## src/rtl/register_file.sv

```systemverilog
// rtl/register_file.sv - 32-entry, 2-read/1-write register file with R0 tied to zero and optional write-to-read bypass
module register_file #(
    parameter int DATA_W = 32,
    parameter int BYPASS = 1
) (
    input  logic              Clk,
    input  logic              Rst,
    input  logic [4:0]        Ard1,
    input  logic [4:0]        Ard2,
    input  logic [4:0]        Awr,
    input  logic [DATA_W-1:0] Din,
    input  logic              WrEn,
    output logic [DATA_W-1:0] Dout1,
    output logic [DATA_W-1:0] Dout2
);

    // Entry 0 is cleared on reset and never written, so it folds to a constant.
    logic [DATA_W-1:0] regs [0:31];
    logic              wr_live;
    logic              byp1;
    logic              byp2;

    assign wr_live = WrEn && (Awr != 5'd0);

    always_ff @(posedge Clk) begin
        if (Rst) begin
            for (int i = 0; i < 32; i++) begin
                regs[i] <= '0;
            end
        end else if (wr_live) begin
            regs[Awr] <= Din;
        end
    end

    // Forwarding is gated by Rst because the pending write will be discarded.
    always_comb begin
        byp1  = (BYPASS != 0) && !Rst && wr_live && (Ard1 == Awr);
        byp2  = (BYPASS != 0) && !Rst && wr_live && (Ard2 == Awr);
        Dout1 = '0;
        Dout2 = '0;
        if (Ard1 != 5'd0) begin
            Dout1 = byp1 ? Din : regs[Ard1];
        end
        if (Ard2 != 5'd0) begin
            Dout2 = byp2 ? Din : regs[Ard2];
        end
    end

endmodule
```

## config.mk

```make
export PLATFORM = sky130hd
export DESIGN_NAME = register_file
export DESIGN_NICKNAME = d
export VERILOG_FILES = /design/src/rtl/register_file.sv
export SDC_FILE = /design/constraint.sdc
export NUM_CORES = 2
export LEC_CHECK = 0
export CORE_MARGIN = 2
export CORE_UTILIZATION = 55
export CTS_CLUSTER_DIAMETER = 80
export DETAILED_ROUTE_END_ITERATION = 6
export GPL_TIMING_DRIVEN = 0
export PLACE_DENSITY = 0.79
export SLEW_MARGIN = 20
export SYNTH_ARGS = -nofsm -noshare
export SYNTH_HDL_FRONTEND = slang
export SYNTH_SLANG_ARGS = --single-unit
```

## constraint.sdc

```tcl
create_clock -name Clk -period 5.5 [get_ports Clk]
set_clock_uncertainty 0.05 [all_clocks]
set_input_delay 0.825 -clock Clk [delete_from_list [all_inputs] [get_ports Clk]]
set_output_delay 0.825 -clock Clk [all_outputs]
set_load 0.01 [all_outputs]
```

**Yosys cells after proc, flatten, opt, wreduce, memory -nomap -nowiden**

Memory sizes are Yosys's and may differ from the RTL's.
Cells that the tools add are included.

- Flip-flop bits (word level): 0
- RAM bits: 1024
- Memories kept: 1

- Equality and inequality tests: 2
- Mux-type cells: 12
- Reduce and logical (&&, ||, !) cells: 9

Memories:

| memory | words | width | read ports | clocked after Yosys merged registers in | write ports | line | source |
|---|---|---|---|---|---|---|---|
| regs | 32 | 32 | 2 | 0 | 32 | 18 | `logic [DATA_W-1:0] regs [0:31];` |

Operator list:

| kind | number |
|---|---|
| 32-bit 2-to-1 mux | 5 |
| 32-bit OR reduction | 1 |
| 5-bit nonzero test | 3 |
| 5-bit equality test | 2 |
| 1-bit 2-to-1 mux | 6 |
| 5-bit 2-to-1 mux | 1 |
| 1-bit logical AND | 4 |
| 1-bit zero test | 1 |

**Depth between registers and ports, before layout**

- Word-level depth: 7
- Depth in mapped cells: 9

**Worst setup path before layout**

OpenSTA, ideal clock, no wires.

- Path type: in2out
- Start: input Ard2[1]
- End: output Dout2[11]
- Arrival: 2378 ps
- Path slack: 2247 ps
- Stages on the path: 7
- Path buffers: 3
- Cells stage by stage: buf_4 -> buf_2 -> clkbuf_1 -> mux4_2 -> o211ai_1 -> nor2_1 -> o311a_1

- Word-level cells in the longest chain between the ends: 4
- Elaborated cells between the ends (all ways): 6
- Those cells by class: 1 x eq/ne; 2 x mux; 2 x reduce/logical; 1 x memory

RTL lines:

| what | line | source |
|---|---|---|
| start, declared | 9 | `input logic [4:0] Ard2,` |
| parallel branches: the longest is 3 deep, another holds memory 32 x 32 bit | -- |  |
| 32-bit 2-to-1 mux * | 44 | `if (Ard2 != 5'd0) begin` |
| end, declared | 14 | `output logic [DATA_W-1:0] Dout2` |

Every way passes the cells marked *.

**Final worst setup path**

- Start: input Ard2[3]
- End: output Dout2[2]

Same word-level chain as after synthesis.

==> metrics.yaml <==
outcome:
  status: "complete, but fails checks"
  violations: "DRC, setup timing"
global_routing:
  grt_pass1_vias: 41418
  antenna_found_initial: 15
  grt_max_degree: 33
  grt_usage_pct: 48.2
  grt_remaining_overflow: 0
  grt_pass1_wl_microns: 334000
clocking:
  max-clock-path-buffers: 3
  cts_sinks: 1024
  cts_buffers: 108
  clockRootBuffer: "clkbuf_16"
  path_clk_slew_ps: 60
  tritoncts: "yes"
  holdBufCountCts: 0
  cts.htree.levels: 3
power:
  ir_drop_mv: 0.265
  finalPower_mw: 19.4
  p_per_area_nw_per_um2: 311
  leakagePower_nw: 22.7
die:
  dieArea_sq_um: 104000
  die_w_microns: 323
  io_pins: 114
  dieHeight_microns: 323
  rows: 116
  core_area_sq_um: 100000
  initial_core_util_pct: 55.6
yosys:
  synth_edf_count: 1024
  yosysTopAreaCell: "edfxtp_1"
  ys.flop_type: "edfxtp_1"
  syn_avg_cell_area_sq_um: 13.4
  netlist_area_sq_um: 55800
  synth_compound_area_share_pct: 7.26
  synthTopCellsByCount: "edfxtp_1, and2_1, mux2i_1"
  async_reset_ff_share_pct: 0
  synthTopCellsByArea: "edfxtp_1, and2_1, mux2i_1"
  syn_inst: 4158
  synth_xor_area_share_pct: 0.157
  synth_top_area_share_pct: 55.1
  ys_warn_count: 0
  synth_adder_area_share_pct: 0
  synth-simple-area-share_pct: 14.1
  synth_top_family_by_area: "multiplexers"
  synthMuxAreaShare_pct: 19.5
  synthDistinctLibCells: 47
  yosysMostFrequentCell: "edfxtp_1"
  synth_seq_cells: 1024
  yosysSeqAreaShare_pct: 55.1
cells_and_area:
  largest_reg_flops: 1024
  largestRegisters: "regs (1024)"
  nets: 4452
  final_util_pct: 62.1
  drive_above_1_share_pct: 13.3
  area.growth.synth_to_final_pct: 11.6
  n_fill_cell: 7605
  top_register: "regs"
critical_path:
  cpPeakStageDelay_ps: 1090
  path_delay_family: "buffers and inverters"
  worstSetupPathType: "input port to output port"
  crit_fanout: 10
  endpoint_kind: "output port"
  critPathBufInv: 4
  required_ps: 4620
  cp_cell_sequence: "clkdlybuf4s50_1 > clkbuf_1 > clkdlybuf4s15_1 > o211ai_1 > nor2_1 > o311a_1 > clkdlybuf4s50_1"
  crit_path_start_kind: "input port"
  cp_slowest_cell: "clkdlybuf4s15_1"
  cpMostUsedCell: "clkdlybuf4s50_1"
  crit_arrival_ps: 4950
sta:
  hold_viol: 0
  setup_tns_ps: -6660
  post-route-period-util_pct: 106
  worst_slack_ps: -329
  worstMarginPinSlew_ps: 1400
  fmax_ghz: 0.172
  slew_headroom_pct: 6.98
  rsz0062_at_grt: "false"
  slew_viol_final: 0
  setup_viol: 52
  min_period_ps: 5830
drt:
  via_per_inst: 7.54
  vias: 44194
  wirelength_microns: 254000
  drt-pass1-iter-count: 7
  drc: 47
  drt-wirelength-per-cell_microns: 43.3
  ant_nets: 0
  drt_iter0_drc: 10075
placement:
  numPortBuffers: 102
  place_congestion: 1.08
  hpwl_microns: 171000
min_path:
  hold_path.class: "input port to flop"
job:
  maxCapViolCount: 0
## tightest hold or removal path: stages
cell and delay [ps]:
buf_6 150, or3b_2 200, nor2_1 140, and2_1 180
## power breakdown
part | internal, mW | switching (mW) | leakage, nW
logic | 0.959 | 1.98 | 11.3
registers | 9.03 | 0.239 | 9.75
clock network | 3.90 | 3.25 | 1.63
total | 13.9 | 5.47 | 22.7
## per-stage QoR
stage / instances / hold slack, ps / setup slack [ps] / cell area [sq um]
floorplan: 4189 / 973 / 2250 / 55900
global placement: 5648 / 1550 / -681 / 58600
detailed placement: 5650 / 1580 / -676 / 58700
CTS: 5852 / 846 / 7.90 / 62100
global route: 5852 / 894 / 1.30 / 62200
finish: 5858 / 893 / -329 / 62300
## cell type report
| class | count | area (sq um) | share of cell area, % |
|---|---|---|---|
| clock buffers | 131 | 2850 | 4.58 |
| inverters | 1 | 3.75 | 0.00603 |
| plain buffers | 449 | 2190 | 3.52 |
| well taps | 1357 | 1700 | 2.73 |
| repair buffers | 104 | 1060 | 1.70 |
| diodes | 7 | 17.5 | 0.0281 |
| clock inverters | 71 | 467 | 0.750 |
| multi-input cells | 2714 | 23200 | 37.3 |
| flip-flops and latches | 1024 | 30700 | 49.4 |
## path summary, 6_finish.rpt
path / slack [ps] / to / startpoint / depth (start not counted)
setup / recovery: -330 / Dout2[2] / Ard2[3] / 7
hold / removal: 890 / regs[18][31] / Awr[2] / 4
## placed cells by master (no fill, tap or decap), types with 7 or more instances in the layout
cell,count
o211ai_1,33
clkinv_2,20
edfxtp_1,1024
clkbuf_1,275
mux4_2,211
clkdlybuf4s50_1,102
and3_1,52
o311a_1,30
o31ai_1,31
and2_1,994
o22ai_1,57
nor2_1,98
buf_2,81
or2_4,22
mux2i_1,609
a22o_1,31
buf_1,12
a31oi_2,9
a31oi_1,68
nand3_1,20
conb_1,32
or3_1,32
clkbuf_2,31
diode_2,7
nand2_1,8
nor4_1,31
buf_6,25
clkbuf_16,111
buf_4,38
clkinv_1,40
or2_2,9
a22oi_1,269
## kinds of logic after synthesis
kind of cell | Yosys count
AO/OA/AOI/OAI | 547
XOR/XNOR | 10
buffers and inverters | 451
flip-flops | 1024
multiplexers | 825
other | 1
AND/OR/NAND/NOR | 1300
## what timing repair did
item,in CTS,in global routing
hold endpoints to repair,0,0
gates resized for setup,24,45
setup endpoints to repair,39,48
setup buffers,0,0
## layer usage
metal / part of all wire, % / vias to the layer above / track usage, %
met2: 39 / 5128 / 64.1
met4: 11 / 24 / 41.4
met5: 0.16 / - / 1.99
met3: 19 / 1432 / 26.3
li1: - / 16281 / -
met1: 31 / 21329 / 55.9
Note: power is estimated with default switching activity, not from simulation.
